**config.mk**
```make
export PLATFORM = sky130hd
export DESIGN_NAME = sc_hdlc_native_tx
export DESIGN_NICKNAME = d
export VERILOG_FILES = /design/src/rtl/sc_hdlc_native_tx.sv
export SDC_FILE = /design/constraint.sdc
export NUM_CORES = 1
export LEC_CHECK = 0
export ABC_AREA = 0
export BUFFER_PORTS_ARGS = -buffer_cell sky130_fd_sc_hd__buf_4
export CAP_MARGIN = 15
export CORE_UTILIZATION = 30
export DETAILED_ROUTE_END_ITERATION = 7
export GPL_TIMING_DRIVEN = 0
export PLACE_DENSITY = 0.45
export SLEW_MARGIN = 20
export SYNTH_ARGS = -nofsm -noshare
export SYNTH_HDL_FRONTEND = slang
export SYNTH_SLANG_ARGS = --single-unit
```
**constraint.sdc**
```tcl
create_clock -name clk -period 1.9 [get_ports clk]
set_input_delay 0.19 -clock clk [delete_from_list [all_inputs] [get_ports clk]]
set_output_delay 0.19 -clock clk [all_outputs]
set_load 0.02 [all_outputs]
```
**src/rtl/sc_hdlc_native_tx.sv**
```systemverilog
`default_nettype none
// ============================================================================
//  Module      : sc_hdlc_native_tx
//  Description : HDLC bit-level transmit engine. Pulls payload bytes on
//                request and serialises opening flag, bit-stuffed payload,
//                optional CRC-16/X.25 FCS and closing flag, LSB first.
//                Optional FCS is enabled by defining SC_HDLC_TX_CRC_EN.
//  Revision    : 1.0 - initial release
// ============================================================================
module sc_hdlc_native_tx #(
    parameter int BIT_DIV = 4
) (
    input  logic       clk,
    input  logic       rst,
    input  logic       tx_start,
    input  logic [7:0] tx_data,
    input  logic       tx_empty,
    output logic       tx_input_req,
    output logic       tx_busy,
    output logic       tx_flag,
    output logic       txd,
    output logic       tx_bit_en
);

    localparam logic [2:0]  c_st_idle  = 3'd0;
    localparam logic [2:0]  c_st_open  = 3'd1;
    localparam logic [2:0]  c_st_data  = 3'd2;
`ifdef SC_HDLC_TX_CRC_EN
    localparam logic [2:0]  c_st_fcs   = 3'd3;
`endif
    localparam logic [2:0]  c_st_close = 3'd4;
    localparam logic [15:0] c_div_last = 16'(BIT_DIV - 1);
    localparam logic [15:0] c_flag     = 16'h007E;

    logic [15:0] r_div;
    logic [2:0]  r_state;
    logic [15:0] r_shift;      // bits still to send, LSB goes out next
    logic [4:0]  r_cnt;        // number of valid bits left in r_shift
    logic [2:0]  r_ones;       // consecutive ones sent in stuffed regions
    logic [7:0]  r_hold_data;
    logic        r_hold_empty;
    logic        r_fetch;
    logic        r_txd;
    logic        r_bit_en;
    logic        r_busy;
    logic        r_flag;
    logic        r_req;
`ifdef SC_HDLC_TX_CRC_EN
    logic [15:0] r_crc;
    logic [15:0] w_crc_next;
    logic        w_crc_init;
`endif

    logic        w_tick;
    logic        w_stuff;
    logic [2:0]  w_state_n;
    logic [15:0] w_shift_n;
    logic [4:0]  w_cnt_n;
    logic        w_req_n;

    assign w_tick = (r_div == c_div_last);

    // Decide what the next bit period carries: a stuffed zero, or the next
    // bit of the current/freshly loaded shift word, plus the state it is in.
    always_comb begin
        w_state_n = r_state;
        w_shift_n = r_shift;
        w_cnt_n   = r_cnt;
        w_req_n   = 1'b0;
`ifdef SC_HDLC_TX_CRC_EN
        w_crc_init = 1'b0;
        w_stuff    = ((r_state == c_st_data) || (r_state == c_st_fcs)) && (r_ones == 3'd5);
`else
        w_stuff    = (r_state == c_st_data) && (r_ones == 3'd5);
`endif
        if (!w_stuff && (r_cnt == 5'd0)) begin
            case (r_state)
                c_st_idle: begin
                    if (r_busy || tx_start) begin
                        w_state_n = c_st_open;
                        w_shift_n = c_flag;
                        w_cnt_n   = 5'd8;
                        w_req_n   = 1'b1;
`ifdef SC_HDLC_TX_CRC_EN
                        w_crc_init = 1'b1;
`endif
                    end
                end
                c_st_open, c_st_data: begin
                    if (r_hold_empty) begin
`ifdef SC_HDLC_TX_CRC_EN
                        w_state_n = c_st_fcs;
                        w_shift_n = ~r_crc;
                        w_cnt_n   = 5'd16;
`else
                        w_state_n = c_st_close;
                        w_shift_n = c_flag;
                        w_cnt_n   = 5'd8;
`endif
                    end else begin
                        w_state_n = c_st_data;
                        w_shift_n = {8'h00, r_hold_data};
                        w_cnt_n   = 5'd8;
                        w_req_n   = 1'b1;
                    end
                end
`ifdef SC_HDLC_TX_CRC_EN
                c_st_fcs: begin
                    w_state_n = c_st_close;
                    w_shift_n = c_flag;
                    w_cnt_n   = 5'd8;
                end
`endif
                c_st_close: begin
                    w_state_n = c_st_idle;
                end
                default: begin
                    w_state_n = c_st_idle;
                end
            endcase
        end
`ifdef SC_HDLC_TX_CRC_EN
        // Reflected CRC step over the payload bit about to be sent
        w_crc_next = {1'b0, r_crc[15:1]} ^ ((r_crc[0] ^ w_shift_n[0]) ? 16'h8408 : 16'h0000);
`endif
    end

    // Bit divider, byte fetch, and the framing FSM with registered outputs
    always_ff @(posedge clk) begin
        if (rst) begin
            r_div        <= '0;
            r_state      <= c_st_idle;
            r_shift      <= '0;
            r_cnt        <= '0;
            r_ones       <= '0;
            r_hold_data  <= '0;
            r_hold_empty <= 1'b0;
            r_fetch      <= 1'b0;
            r_txd        <= 1'b1;
            r_bit_en     <= 1'b0;
            r_busy       <= 1'b0;
            r_flag       <= 1'b0;
            r_req        <= 1'b0;
`ifdef SC_HDLC_TX_CRC_EN
            r_crc        <= 16'hFFFF;
`endif
        end else begin
            r_div    <= w_tick ? 16'd0 : r_div + 16'd1;
            r_bit_en <= w_tick;
            r_req    <= 1'b0;
            r_fetch  <= r_req;
            if (r_fetch) begin
                r_hold_data  <= tx_data;
                r_hold_empty <= tx_empty;
            end
            if ((r_state == c_st_idle) && !r_busy && tx_start)
                r_busy <= 1'b1;
            if (w_tick) begin
                if (w_stuff) begin
                    r_txd  <= 1'b0;
                    r_ones <= 3'd0;
                end else if (w_state_n == c_st_idle) begin
                    r_state <= c_st_idle;
                    r_txd   <= 1'b1;
                    r_flag  <= 1'b0;
                    r_ones  <= 3'd0;
                    if (r_state == c_st_close)
                        r_busy <= 1'b0;
                end else begin
                    r_state <= w_state_n;
                    r_txd   <= w_shift_n[0];
                    r_shift <= {1'b0, w_shift_n[15:1]};
                    r_cnt   <= w_cnt_n - 5'd1;
                    r_req   <= w_req_n;
                    if ((w_state_n == c_st_open) || (w_state_n == c_st_close)) begin
                        r_flag <= 1'b1;
                        r_ones <= 3'd0;
                    end else begin
                        r_flag <= 1'b0;
                        r_ones <= w_shift_n[0] ? r_ones + 3'd1 : 3'd0;
                    end
`ifdef SC_HDLC_TX_CRC_EN
                    if (w_crc_init)
                        r_crc <= 16'hFFFF;
                    else if (w_state_n == c_st_data)
                        r_crc <= w_crc_next;
`endif
                end
            end
        end
    end

    assign txd          = r_txd;
    assign tx_bit_en    = r_bit_en;
    assign tx_busy      = r_busy;
    assign tx_flag      = r_flag;
    assign tx_input_req = r_req;

endmodule
`default_nettype wire

```
==> impl_table.tex <==
\begin{tabular}{lr}
\hline
Metric & Value \\
\hline
\multicolumn{2}{l}{\textbf{Outcome}} \\
Outcome & finished, violations left \\
Violations in the final reports & negative setup slack \\
\multicolumn{2}{l}{\textbf{STA}} \\
Layout Skew & approximately 13 ps \\
Number of max-slew violations in the final report & 0 \\
Total count of hold-check failures in the final report & 0 \\
Least-Margin Pin Slew & 657.2 ps \\
Final Cycle Share & 107.4\% \\
Setup repair after global routing missed its margin & yes \\
Final TNS setup & -235.0 ps \\
Hold\_ws & just under 90 ps \\
Minimum setup slack in the final design & -141.4 ps \\
Post-layout minimum cycle time & 2041 ps \\
Tightest slew margin relative to the limit & 56.19\% \\
Timing-limited maximum frequency & 0.4899 GHz \\
Final-report setup violation count & 8 \\
\multicolumn{2}{l}{\textbf{Yosys}} \\
Total standard cell area after synthesis & 2295 um2 \\
Post-synthesis area per instance & 8.826 um2 \\
Fraction of post-synthesis cell area in the top cell type by area & 42.75\% \\
Warnings from Yosys & 0 \\
Commonest cells post-synth & sky130\_fd\_sc\_hd\_\_dfxtp\_1, sky130\_fd\_sc\_hd\_\_nor2\_1, sky130\_fd\_sc\_hd\_\_o21ai\_0 \\
Number of distinct library cells after synthesis & 49 \\
Count of mapped cells out of synthesis & 260 \\
Number of flops mapped to enable cells by yosys & 0 \\
Sequential fraction of the synthesis area & between 40\% and 50\% \\
Most common cell in the netlist & sky130\_fd\_sc\_hd\_\_dfxtp\_1 \\
Async set or reset register ratio after synthesis & 0\% \\
Synthesized Nets & 276 \\
Post-synthesis register bit count & 49 \\
Largest cells by area after synthesis & sky130\_fd\_sc\_hd\_\_dfxtp\_1, sky130\_fd\_sc\_hd\_\_nor2\_1, sky130\_fd\_sc\_hd\_\_mux2i\_1 \\
Most used DFF post-synth & sky130\_fd\_sc\_hd\_\_dfxtp\_1 \\
Library cell occupying the most area in the post-synthesis netlist & sky130\_fd\_sc\_hd\_\_dfxtp\_1 \\
\multicolumn{2}{l}{\textbf{Critical path}} \\
Worst R2R Start & r\_state[1] \\
Critical Path Slowest Stage Cell & sky130\_fd\_sc\_hd\_\_or4\_4 \\
Worst path cell trace & or4\_4, nand2\_4, nor4\_4, or4\_4, or4\_1, a21oi\_1 \\
Classification of the worst setup path & reg2reg \\
Startpoint class of the critical path & flip-flop \\
Max stage delay on crit path & 530 ps \\
Data arrival time of the critical path & 2290 ps \\
Worst Setup SP & r\_state[1] \\
Maximum fanout along the worst path & 5 \\
Req. time, crit path & 2140 ps \\
Setup crit end kind & flip-flop \\
Most frequent CP cell & sky130\_fd\_sc\_hd\_\_or4\_4 \\
\multicolumn{2}{l}{\textbf{Clock tree}} \\
Number of sinks handled by clock tree synthesis & 49 \\
Worst-skew pair later-pin latency & 310 ps \\
TritonCTS clock tree & done \\
H-tree levels & 2 \\
Number of buffers on the longest clock path & 2 \\
CTS root buf & sky130\_fd\_sc\_hd\_\_clkbuf\_8 \\
TritonCTS buffer count & 5 \\
Clock transition at the register clock pins on the worst setup and hold paths after CTS & 100 ps \\
\multicolumn{2}{l}{\textbf{Place}} \\
Global placement routability congestion & 0.8411 \\
Placement-stage worst setup slack & -494.8 ps \\
Detail Placement HPWL & 3.584 mm \\
Port bufs & 16 \\
\multicolumn{2}{l}{\textbf{Worst hold path}} \\
Worst Hold Class & in2reg \\
Hold Crit Start & rst \\
\multicolumn{2}{l}{\textbf{GRT}} \\
Global-route usage over all layers & roughly 14\% \\
Largest net degree at the start of global routing & 16 \\
First-pass GRT wire length & 8.645 mm \\
Number of antenna violations at the first check in global routing & 0 \\
Global-route congestion overflow total & 0 \\
Via count of the first global-routing pass & 1,778 \\
\multicolumn{2}{l}{\textbf{Layout}} \\
Layout cells sized above 1 & 36.27\% \\
Count of nets after finishing & 321 \\
Antenna fix cells & 0 \\
Area growth, synth to finish & 37.35\% \\
\multicolumn{2}{l}{\textbf{Detailed routing}} \\
Number of remaining DRC errors & 0 \\
Post-DRT Antenna Nets & 0 \\
Average wire per cell in the routed design & 13.42 um \\
Total wire length & 5.437 mm \\
Number of detailed-route iterations in the first pass & 4 \\
Drt initial violations & 91 \\
Vias per cell & 4.832 \\
DR vias & 1,957 \\
\multicolumn{2}{l}{\textbf{Floorplanning}} \\
Top-level I/O count & 17 \\
Initial core utilization & 31.30\% \\
Cell row count & 31 \\
Die span in x & 89.46 um \\
Die Height & between 80 and 90 um \\
Die area & 8003 um2 \\
Floorplan Core Area & 7331 um2 \\
\multicolumn{2}{l}{\textbf{Power}} \\
Power per unit of standard cell area & approximately 750 nW/um2 \\
Highest ir drop seen on vdd & $\sim$240 uV \\
Switching portion of total power & 27.30\% \\
Static leakage & 1.129 nW \\
Fraction of power consumed by sequential logic & 45.8\% \\
Clk pwr share & 32.4\% \\
Net switching component of the power & 0.6459 mW \\
Design internal power & 1.720 mW \\
Combinational fraction of design power & 21.8\% \\
\multicolumn{2}{l}{\textbf{Flow run}} \\
Total of max-cap violations & 0 \\
\hline
\end{tabular}
through the flow:
step	cells	util, %	area (um2)	power, mW
finish	405	42.99	3152	2.366
global route	405	42.99	3152	2.488
CTS	396	40.08	2938	2.322
detailed placement	375	34.73	2546	1.406
global placement	375	34.73	2546	1.408
floorplan	260	-	2302	1.312
routing by layer:
layer	vias up	GRT usage (%)	share of wire, %
met4	0	4.329	1.1
li1	1010	-	-
met1	923	19.00	49
met5	-	0	0
met2	17	23.18	48
met3	7	3.324	1.9
timing repair:
action                     4_1_cts  5_1_grt
setup buffers                   16        9
pin swaps                        4       13
setup endpoints to repair       32       30
hold buffers                     0        0
gates resized for setup         41       39
layout make-up:
| class | count | area (um2) |
|---|---|---|
| inverter | 14 | 52.55 |
| fill | 733 | 4179 |
| clock buffer | 6 | 72.57 |
| multi-input combinational | 184 | 1438 |
| sequential | 49 | 997.2 |
| timing repair buffer | 41 | 331.6 |
| buffer | 10 | 97.59 |
| tap | 99 | 123.9 |
| clock inverter | 2 | 38.79 |
cell families (layout without fill, tap and decap cells):
| kind of cell | after synthesis | count (layout) | share of synthesized area (%) |
|---|---|---|---|
| adder cells (fa/ha/maj) | 4 | 4 | 2.181 |
| AND/OR/NAND/NOR | 104 | 104 | 24.59 |
| AO/OA/AOI/OAI | 53 | 53 | 14.72 |
| buffers and inverters | 27 | 73 | 6.434 |
| XOR/XNOR | 13 | 13 | 4.962 |
| multiplexers | 10 | 10 | 4.362 |
| flip-flops | 49 | 49 | 42.75 |
state kept, by name (all words and copies together) (netlist names):
name	flops
tx_input_req	1
r_cnt	5
tx_bit_en	1
r_hold_empty	1
txd	1
r_hold_data	8
r_shift	7
tx_flag	1
r_fetch	1
tx_busy	1
r_div	16
r_state	3
r_ones	3
critical path, delay by kind of cell, from the launching register on:
kind	cells	cell delay, ps
AO/OA/AOI/OAI	1	130
flip-flops	1	370
AND/OR/NAND/NOR	5	1480
power groups by stage:
| stage | registers (mW) | logic, mW | clock network, mW |
|---|---|---|---|
| after floorplan | 1.11 | 0.207 | 0 |
| after global placement | 1.10 | 0.306 | 0 |
| after detailed placement | 1.10 | 0.304 | 0 |
| after CTS | 1.08 | 0.445 | 0.793 |
| after global routing | 1.09 | 0.561 | 0.839 |
| final | 1.08 | 0.515 | 0.767 |
placed cells by master (no fill, tap or decap), types with 4 or more instances in the layout:
| master | count |
|---|---|
| sky130_fd_sc_hd__dfxtp_1 | 38 |
| sky130_fd_sc_hd__a21oi_1 | 13 |
| sky130_fd_sc_hd__or3_1 | 9 |
| sky130_fd_sc_hd__nand2_1 | 8 |
| sky130_fd_sc_hd__a221oi_2 | 4 |
| sky130_fd_sc_hd__nand3_1 | 5 |
| sky130_fd_sc_hd__o21ai_2 | 4 |
| sky130_fd_sc_hd__clkbuf_8 | 7 |
| sky130_fd_sc_hd__o21ai_0 | 8 |
| sky130_fd_sc_hd__mux2i_1 | 10 |
| sky130_fd_sc_hd__o21ai_1 | 6 |
| sky130_fd_sc_hd__buf_4 | 38 |
| sky130_fd_sc_hd__xor2_1 | 8 |
| sky130_fd_sc_hd__inv_1 | 14 |
| sky130_fd_sc_hd__buf_6 | 5 |
| sky130_fd_sc_hd__dfxtp_2 | 10 |
| sky130_fd_sc_hd__xnor2_1 | 5 |
| sky130_fd_sc_hd__nand4_1 | 5 |
| sky130_fd_sc_hd__nor2_1 | 32 |
final timing paths:
check / to / slack [ps] / depth (start not counted)
setup / recovery: r_cnt[4] / -140 / 6
hold / removal: tx_bit_en / 90 / 2
setup reg to reg: r_cnt[4] / -140 / 6
hold reg to reg: tx_flag / 460 / 2
(Power assumes the default switching activity.)
